## src/rtl/spi_regfile_periph.sv

```systemverilog
// spi_regfile_periph
// ------------------
// SPI mode 0 peripheral exposing NUM_REGS registers of DATA_W bits to an
// external SPI controller. Each frame is MSB first:
//   R/W (1 = write) | ADDR_W address bits | DATA_W data bits
// Writes are committed when nCS rises, and only for complete, in-range
// frames. Reads shift reg[addr] out on CIPO during the data phase.
//
// Handshake semantics: there is no valid/ready pair here. A write is
// "accepted" exactly when wr_strobe[i] pulses. A frame is "rejected"
// exactly when frame_err pulses. Both pulses are one clk cycle long.
//
// Ports:
//   clk       system clock, at least 8x SCLK
//   rst_n     asynchronous active-low reset
//   nCS       chip select, active low, asynchronous to clk
//   SCLK      SPI clock, idles low, asynchronous to clk
//   COPI      controller-out data
//   CIPO      peripheral-out data (0 whenever no read data is being shifted)
//   CIPO_oe   high while the synchronised nCS is low
//   reg_q     register contents; register i is bits [i*DATA_W +: DATA_W]
//   wr_strobe one-cycle pulse on bit i when register i is updated
//   frame_err one-cycle pulse when a frame is rejected
module spi_regfile_periph #(
    parameter int NUM_REGS    = 5,
    parameter int DATA_W      = 8,
    parameter int ADDR_W      = 7,
    parameter int SYNC_STAGES = 2
) (
    input  logic                       clk,
    input  logic                       rst_n,
    input  logic                       nCS,
    input  logic                       SCLK,
    input  logic                       COPI,
    output logic                       CIPO,
    output logic                       CIPO_oe,
    output logic [NUM_REGS*DATA_W-1:0] reg_q,
    output logic [NUM_REGS-1:0]        wr_strobe,
    output logic                       frame_err
);

    localparam int FRAME_BITS = 1 + ADDR_W + DATA_W;
    localparam int CNT_W      = $clog2(FRAME_BITS + 2);

    localparam logic [CNT_W-1:0]  CNT_FULL   = CNT_W'(FRAME_BITS);
    localparam logic [CNT_W-1:0]  CNT_SAT    = CNT_W'(FRAME_BITS + 1);
    // Count value just before the rising edge that completes the header.
    localparam logic [CNT_W-1:0]  CNT_HDR    = CNT_W'(ADDR_W);
    localparam logic [ADDR_W:0]   NUM_REGS_W = (ADDR_W + 1)'(NUM_REGS);

    // Synchroniser chains: index 0 is the first stage. nCS and SCLK carry
    // one extra stage at index SYNC_STAGES for edge detection.
    logic [SYNC_STAGES:0]          ncs_sync_q,  ncs_sync_d;
    logic [SYNC_STAGES:0]          sclk_sync_q, sclk_sync_d;
    logic [SYNC_STAGES-1:0]        copi_sync_q, copi_sync_d;

    logic [CNT_W-1:0]              cnt_q,       cnt_d;
    logic [FRAME_BITS-1:0]         rx_q,        rx_d;
    logic [DATA_W-1:0]             rd_q,        rd_d;
    logic                          cipo_q,      cipo_d;
    logic [NUM_REGS*DATA_W-1:0]    regs_q,      regs_d;
    logic [NUM_REGS-1:0]           wr_strobe_q, wr_strobe_d;
    logic                          frame_err_q, frame_err_d;

    logic                          ncs_s, ncs_fall, ncs_rise;
    logic                          sclk_rise, sclk_fall;
    logic                          copi_s;

    logic [ADDR_W:0]               hdr;
    logic [ADDR_W-1:0]             hdr_addr;
    logic [DATA_W-1:0]             rd_word;

    logic                          c_rw;
    logic [ADDR_W-1:0]             c_addr;
    logic [DATA_W-1:0]             c_data;
    logic                          c_in_range;

    assign ncs_s     = ncs_sync_q[SYNC_STAGES-1];
    assign ncs_fall  =  ncs_sync_q[SYNC_STAGES] & ~ncs_s;
    assign ncs_rise  = ~ncs_sync_q[SYNC_STAGES] &  ncs_s;
    assign sclk_rise =  sclk_sync_q[SYNC_STAGES-1] & ~sclk_sync_q[SYNC_STAGES];
    assign sclk_fall = ~sclk_sync_q[SYNC_STAGES-1] &  sclk_sync_q[SYNC_STAGES];
    assign copi_s    = copi_sync_q[SYNC_STAGES-1];

    // Header as it will look once the current COPI bit is shifted in; only
    // meaningful on the rising edge that completes the header.
    assign hdr       = {rx_q[ADDR_W-1:0], copi_s};
    assign hdr_addr  = hdr[ADDR_W-1:0];

    // Fields of a captured full frame, used at nCS deassert.
    assign c_rw       = rx_q[FRAME_BITS-1];
    assign c_addr     = rx_q[DATA_W +: ADDR_W];
    assign c_data     = rx_q[DATA_W-1:0];
    assign c_in_range = ({1'b0, c_addr} < NUM_REGS_W);

    // Read mux: out-of-range addresses never match and so return 0.
    always_comb begin
        rd_word = '0;
        for (int i = 0; i < NUM_REGS; i++) begin
            if (hdr_addr == ADDR_W'(i)) begin
                rd_word = regs_q[i*DATA_W +: DATA_W];
            end
        end
    end

    always_comb begin
        ncs_sync_d  = {ncs_sync_q[SYNC_STAGES-1:0], nCS};
        sclk_sync_d = {sclk_sync_q[SYNC_STAGES-1:0], SCLK};
        copi_sync_d = {copi_sync_q[SYNC_STAGES-2:0], COPI};

        cnt_d       = cnt_q;
        rx_d        = rx_q;
        rd_d        = rd_q;
        cipo_d      = cipo_q;
        regs_d      = regs_q;
        wr_strobe_d = '0;
        frame_err_d = 1'b0;

        if (ncs_fall) begin
            cnt_d  = '0;
            rx_d   = '0;
            rd_d   = '0;
            cipo_d = 1'b0;
        end else if (!ncs_s) begin
            if (sclk_rise) begin
                rx_d = {rx_q[FRAME_BITS-2:0], copi_s};
                if (cnt_q != CNT_SAT) begin
                    cnt_d = cnt_q + CNT_W'(1);
                end
                if ((cnt_q == CNT_HDR) && !hdr[ADDR_W]) begin
                    rd_d = rd_word;
                end
            end else if (sclk_fall) begin
                cipo_d = rd_q[DATA_W-1];
                rd_d   = rd_q << 1;
            end
        end else begin
            cipo_d = 1'b0;
        end

        // Deassert decision uses only the captured frame, so a following
        // frame start cannot disturb it. A frame with no SCLK edges is silent.
        if (ncs_rise && (cnt_q != '0)) begin
            if (cnt_q != CNT_FULL) begin
                frame_err_d = 1'b1;
            end else if (c_rw) begin
                if (c_in_range) begin
                    for (int i = 0; i < NUM_REGS; i++) begin
                        if (c_addr == ADDR_W'(i)) begin
                            regs_d[i*DATA_W +: DATA_W] = c_data;
                            wr_strobe_d[i]             = 1'b1;
                        end
                    end
                end else begin
                    frame_err_d = 1'b1;
                end
            end
        end
    end

    always_ff @(posedge clk or negedge rst_n) begin
        if (!rst_n) begin
            ncs_sync_q  <= '1;
            sclk_sync_q <= '0;
            copi_sync_q <= '0;
            cnt_q       <= '0;
            rx_q        <= '0;
            rd_q        <= '0;
            cipo_q      <= 1'b0;
            regs_q      <= '0;
            wr_strobe_q <= '0;
            frame_err_q <= 1'b0;
        end else begin
            ncs_sync_q  <= ncs_sync_d;
            sclk_sync_q <= sclk_sync_d;
            copi_sync_q <= copi_sync_d;
            cnt_q       <= cnt_d;
            rx_q        <= rx_d;
            rd_q        <= rd_d;
            cipo_q      <= cipo_d;
            regs_q      <= regs_d;
            wr_strobe_q <= wr_strobe_d;
            frame_err_q <= frame_err_d;
        end
    end

    assign CIPO      = cipo_q;
    assign CIPO_oe   = ~ncs_s;
    assign reg_q     = regs_q;
    assign wr_strobe = wr_strobe_q;
    assign frame_err = frame_err_q;

endmodule

```

## config.mk

```make
export PLATFORM = sky130hd
export DESIGN_NAME = spi_regfile_periph
export DESIGN_NICKNAME = d
export VERILOG_FILES = /design/src/rtl/spi_regfile_periph.sv
export SDC_FILE = /design/constraint.sdc
export NUM_CORES = 1
export LEC_CHECK = 0
export CAP_MARGIN = 0
export CORE_ASPECT_RATIO = 1.25
export CORE_MARGIN = 3
export CORE_UTILIZATION = 49
export DETAILED_ROUTE_END_ITERATION = 8
export PLACE_DENSITY_LB_ADDON = 0.1
export SYNTH_ARGS = -nofsm -noshare
export SYNTH_HDL_FRONTEND = slang
export SYNTH_SLANG_ARGS = --single-unit
```

## constraint.sdc

```tcl
create_clock -name clk -period 2.3 [get_ports clk]
set_input_delay 0.46 -clock clk [delete_from_list [all_inputs] [get_ports clk]]
set_output_delay 0.46 -clock clk [all_outputs]
set_load 0.05 [all_outputs]
```

# Word-level counts from Yosys, hierarchy flattened
# Cells that the tools add are included.
[totals]
regBits = 84
latch_bits = 0
ramBits = 0
rom_bits = 0
inputBits = 5
out_inout_bits = 48
word_cells = 92
mem_count = 0
[op_classes]
addsub = 1
mul = 0
div_mod_pow = 0
n_lt_le_gt_ge = 1
n_eq_ne = 14
shift = 0
n_mux = 34
bitwise_logic = 9
reduce_logical = 19
[ops]
columns = ["cell", "n"]
rows = [
  ["8-bit two-way mux", 10],
  ["16-bit two-way mux", 3],
  ["5-bit two-way mux", 8],
  ["7-bit by 2-bit == test with 1-bit output (second input constant)", 4],
  ["5-bit AND reduction", 5],
  ["7-bit by 1-bit == test with 1-bit output (second input constant)", 2],
  ["7-bit by 3-bit == test with 1-bit output (second input constant)", 2],
  ["7-bit zero test", 2],
  ["1-bit two-way mux", 13],
  ["5-bit inequality test (second input constant)", 2],
  ["7-bit by 3-bit < comparator with 1-bit output (second input constant)", 1],
  ["3-bit AND reduction", 2],
  ["3-bit nonzero test", 2],
  ["5-bit by 1-bit adder with 5-bit output (second input constant)", 1],
  ["5-bit by 3-bit == test with 1-bit output (second input constant)", 1],
  ["1-bit inverter", 5],
  ["5-bit nonzero test", 1],
  ["1-bit AND", 4],
  ["2-bit AND reduction", 2],
  ["2-bit nonzero test", 2],
  ["3-bit by 2-bit inequality test with 1-bit output (second input constant)", 1],
  ["3-bit inequality test (second input constant)", 1],
  ["1-bit logical AND", 2],
  ["2-bit by 1-bit inequality test with 1-bit output (second input constant)", 1],
  ["1-bit zero test", 1],
]

# Logic depth before layout (Yosys ltp)
[logic_depth]
word_depth = 10
mapped_depth = 6

# Worst setup path before layout
# No wires, ideal clock.
[synth_path]
kind = "register to register"
from = "register cnt_q[0]"
to = "register regs_q[16], in the netlist reg_q[16]"
t_arrival_ns = 1.996
slack_ns = 0.180
path_stages_with_launch = 7
n_path_buf = 0
period_less_slack_ns = 2.120
path_cell_list = "dfrtp_1 > inv_1 > ha_1 > or3b_2 > nor4_4 > nand3b_2 > mux2_2"
[synth_between]
elab_chain_len = 3
elab_cells_between_ends = 5
[synth_lines]
columns = ["element", "line_no", "source"]
rows = [
  ["start: declaration", "57", "logic [CNT_W-1:0] cnt_q, cnt_d;"],
  ["start signal: assignment", "177", "cnt_q <= cnt_d;"],
  ["5-bit inequality test or 5-bit nonzero test (tied branches)", "144, 143", ""],
  ["1-bit inverter (no line) or 1-bit logical AND (tied branches)", "-", ""],
  ["5-bit AND reduction (no line) *", "-", ""],
  ["end signal: assignment", "181", "regs_q <= regs_d;"],
  ["end: declaration", "61", "logic [NUM_REGS*DATA_W-1:0] regs_q, regs_d;"],
]
# Every way passes the cells marked *; elsewhere a longest branch is shown, timed or not.
# A chain may end at the register's enable or synchronous reset.

# Worst setup path in the final report
[layout_path]
from = "register cnt_q[1]"
to = "register regs_q[6], in the netlist reg_q[6]"
# Same word-level chain as after synthesis.

==> results.ini <==
[logic_synthesis]
yosys_warnings=0
synthTopCellsByCount=81 x dfrtp_1, 40 x mux2_2, 20 x o21ai_0
synth-seq-cells=84
syn_inst=283
yosysMostFrequentCell=dfrtp_1
synth_mux_area_frac=0.160
syn_nets=291
netlist.area_leader.share=0.559
yosysTopAreaCell=dfrtp_1
synth_edf_count=0
ys.flop_type=dfrtp_1
ys_seq_area_frac=0.581
synthDistinctLibCells=40
synth_xor_area_frac=0
synthArstFlopShare=1.00
synth_area_leaders=dfrtp_1 56%, mux2_2 12%, a22o_1 3.9%, mux2i_1 3.6%, o21ai_0 2.8%
synth_top_family_by_area=multiplexers
synth-adder-area-share=0.0104
synth_area_per_cell_sq_um=12.8
yosys.area_share.simple=0.106
netlist_area_sq_um=3620
synth_compound_area_frac=0.120

[timing]
fin_skew_ns=0.0122
max-slew-margin-rel=0.533
fin_crit_ns=2.20
period_share=0.957
slew_viol_final=0
finalSetupViolations=0
rsz0062_at_grt=false
hold_viol_final=0
timing.hold.ws_ns=0.0809
worst_pin_slew_ns=0.696
clock.fmax_ghz=0.454

[outcome]
outcome=completed

[place]
io_buffers=52
dp_hpwl_mm=5.60
dp_cells=424
place.gp.congestion=0.778

[critical_path]
r2r_setup_slack_ns=0.1
crit_path_end_kind=flop
r2r_end=reg_q[6]
critPathCapture=reg_q[6]
r2r-start=cnt_q[1]
cp_max_fo=9
crit_path_start=cnt_q[1]
worstPathArrival_ns=2.43
startpoint_type=flop
crit_type=flop to flop
crit_required_ns=2.53
rr_worst_depth=8

[die]
start_util=0.513
chipWidth_microns=82.9
ios=53
std_cell_rows=34
core_sq_um=7060
die_y_microns=102
die-area_sq_um=8470

[grt]
grt_pass1_vias=2516
grt_usage=0.202
overflow=0
grt_pass1_wl_mm=13.3
grt_max_degree=48
gr-usage-met1=0.268
grt_use_met3=0.0258
antenna_found_initial=0
grt_use_met2=0.343
grt-busiest-layer=met2

[routing]
wl_per_cell_microns=18.7
route.detailed.drc=0
num_vias=2518
first_pass_iters=4
wl_mm=8.27
final_antenna_net_count=0
drt_iter0_markers=139
via_per_inst=5.70

[power]
p_per_area_nw_per_um2=628
p_leak_nw=2.13
peakVddDrop_v=0.000419
total_power_mw=2.87

[cells_and_area]
fin_cells=442
syn_to_final_growth_pct=26.3
drive_above_1_share=0.241
final_core_util=0.648
diodes=0
layout.nets=355

[clock_network]
clk_latency_ns=0.35
clk_pin_slew_ns=0.08
clockBufferDepth=2
cts_root_buf=clkbuf_8
h-tree-depth=3
cts_tree=done
cts_sinks=84
numCtsBuffers=9
hold_buffers=0

[hold_path]
hold_path.class=input port to async pin

[run]
cap_violations=0

-- sequential cells by signal (all words and copies together) (netlist names), 2 cells and up --
signal	flops
wr_strobe	5
sclk_sync_q	3
reg_q	40
cnt_q	5
copi_sync_q	2
rd_q	8
ncs_sync_q	3
rx_q	16
-- worst min-delay path by stage --
stage,from,to,slack [ns],cells past startpoint
6_report,rst_n,reg_q[15],0.08,1
5_1_grt,rst_n,wr_strobe[2],0.10,1
4_1_cts,rst_n,wr_strobe[3],0.09,1
3_5_place_dp,sclk_sync_q[0],sclk_sync_q[1],0.34,0
3_3_place_gp,copi_sync_q[0],copi_sync_q[1],0.34,0
2_1_floorplan,rst_n,CIPO,0.16,0
-- placed cells by master (no fill, tap or decap), drive strengths merged, types with 2 or more instances in the layout --
cell           instances
ha                     3
bufinv                 3
a22o                  16
a31o                   2
clkbuf                12
nand3b                 4
nand4b                 7
o221ai                 4
mux2                  40
nand3                  5
mux2i                 13
clkdlybuf4s50         50
o21ai                 20
inv                    5
dfstp                  3
or3                    3
o22ai                  2
nor2b                  2
nand2                  9
dfrtp                 81
a21oi                 11
nor4                   3
buf                   18
nor3b                  2
and3b                  2
nand2b                 8
nor2                   3
o211ai                 7
nor3                   4
-- logic make-up after synthesis --
logic type      Yosys count
simple gates             57
mux                      53
compound gates           65
buf+inv                  21
fa+ha+maj                 3
flops                    84
-- repair_timing --
| action | in CTS | in global routing |
|---|---|---|
| endpoints found under the setup margin | 8 | 16 |
| buffers inserted | 0 | 2 |
| pin swaps | 0 | 1 |
| endpoints found under the hold margin | 0 | 0 |
| resized for setup | 1 | 2 |
-- power breakdown --
part | switching (mW) | internal [mW] | total (mW)
Clock | 0.509 | 0.724 | 1.23
Sequential | 0.0206 | 1.49 | 1.51
Combinational | 0.0846 | 0.0461 | 0.131
-- critical path, cell delays in order (launching register included) --
cell and delay (ns):
dfrtp_1 0.40, inv_1 0.10, ha_1 0.14, or3b_4 0.41, nor4_4 0.36, buf_4 0.18
nand2_2 0.03, buf_4 0.19, mux2_2 0.28
-- per-layer routing --
| metal | vias up | share of wire |
|---|---|---|
| li1 | 1173 | - |
| met1 | 1294 | 0.46 |
| met2 | 40 | 0.50 |
| met3 | 11 | 0.022 |
| met4 | 0 | 0.017 |
| met5 | - | 0 |
-- cell type report --
class | count | area [sq um]
Multi-Input combinational cell | 178 | 1450
Clock buffer | 12 | 135
Inverter | 5 | 18.8
Clock inverter | 4 | 97.6
Timing Repair Buffer | 69 | 657
Fill cell | 599 | 2480
Tap cell | 90 | 113
Sequential cell | 84 | 2110
-- through the flow --
| stage | setup TNS, ns | setup slack (ns) | cell area (sq um) |
|---|---|---|---|
| 6_report | 0 | 0.0985 | 4580 |
| 5_1_grt | 0 | 0.0144 | 4580 |
| 4_1_cts | -0.0670 | -0.0153 | 4550 |
| 3_5_place_dp | -0.00816 | -0.00701 | 4320 |
| 3_3_place_gp | 0 | 0.0663 | 4320 |
| 2_1_floorplan | 0 | 0.180 | 3620 |
(Power assumes the default switching activity.)
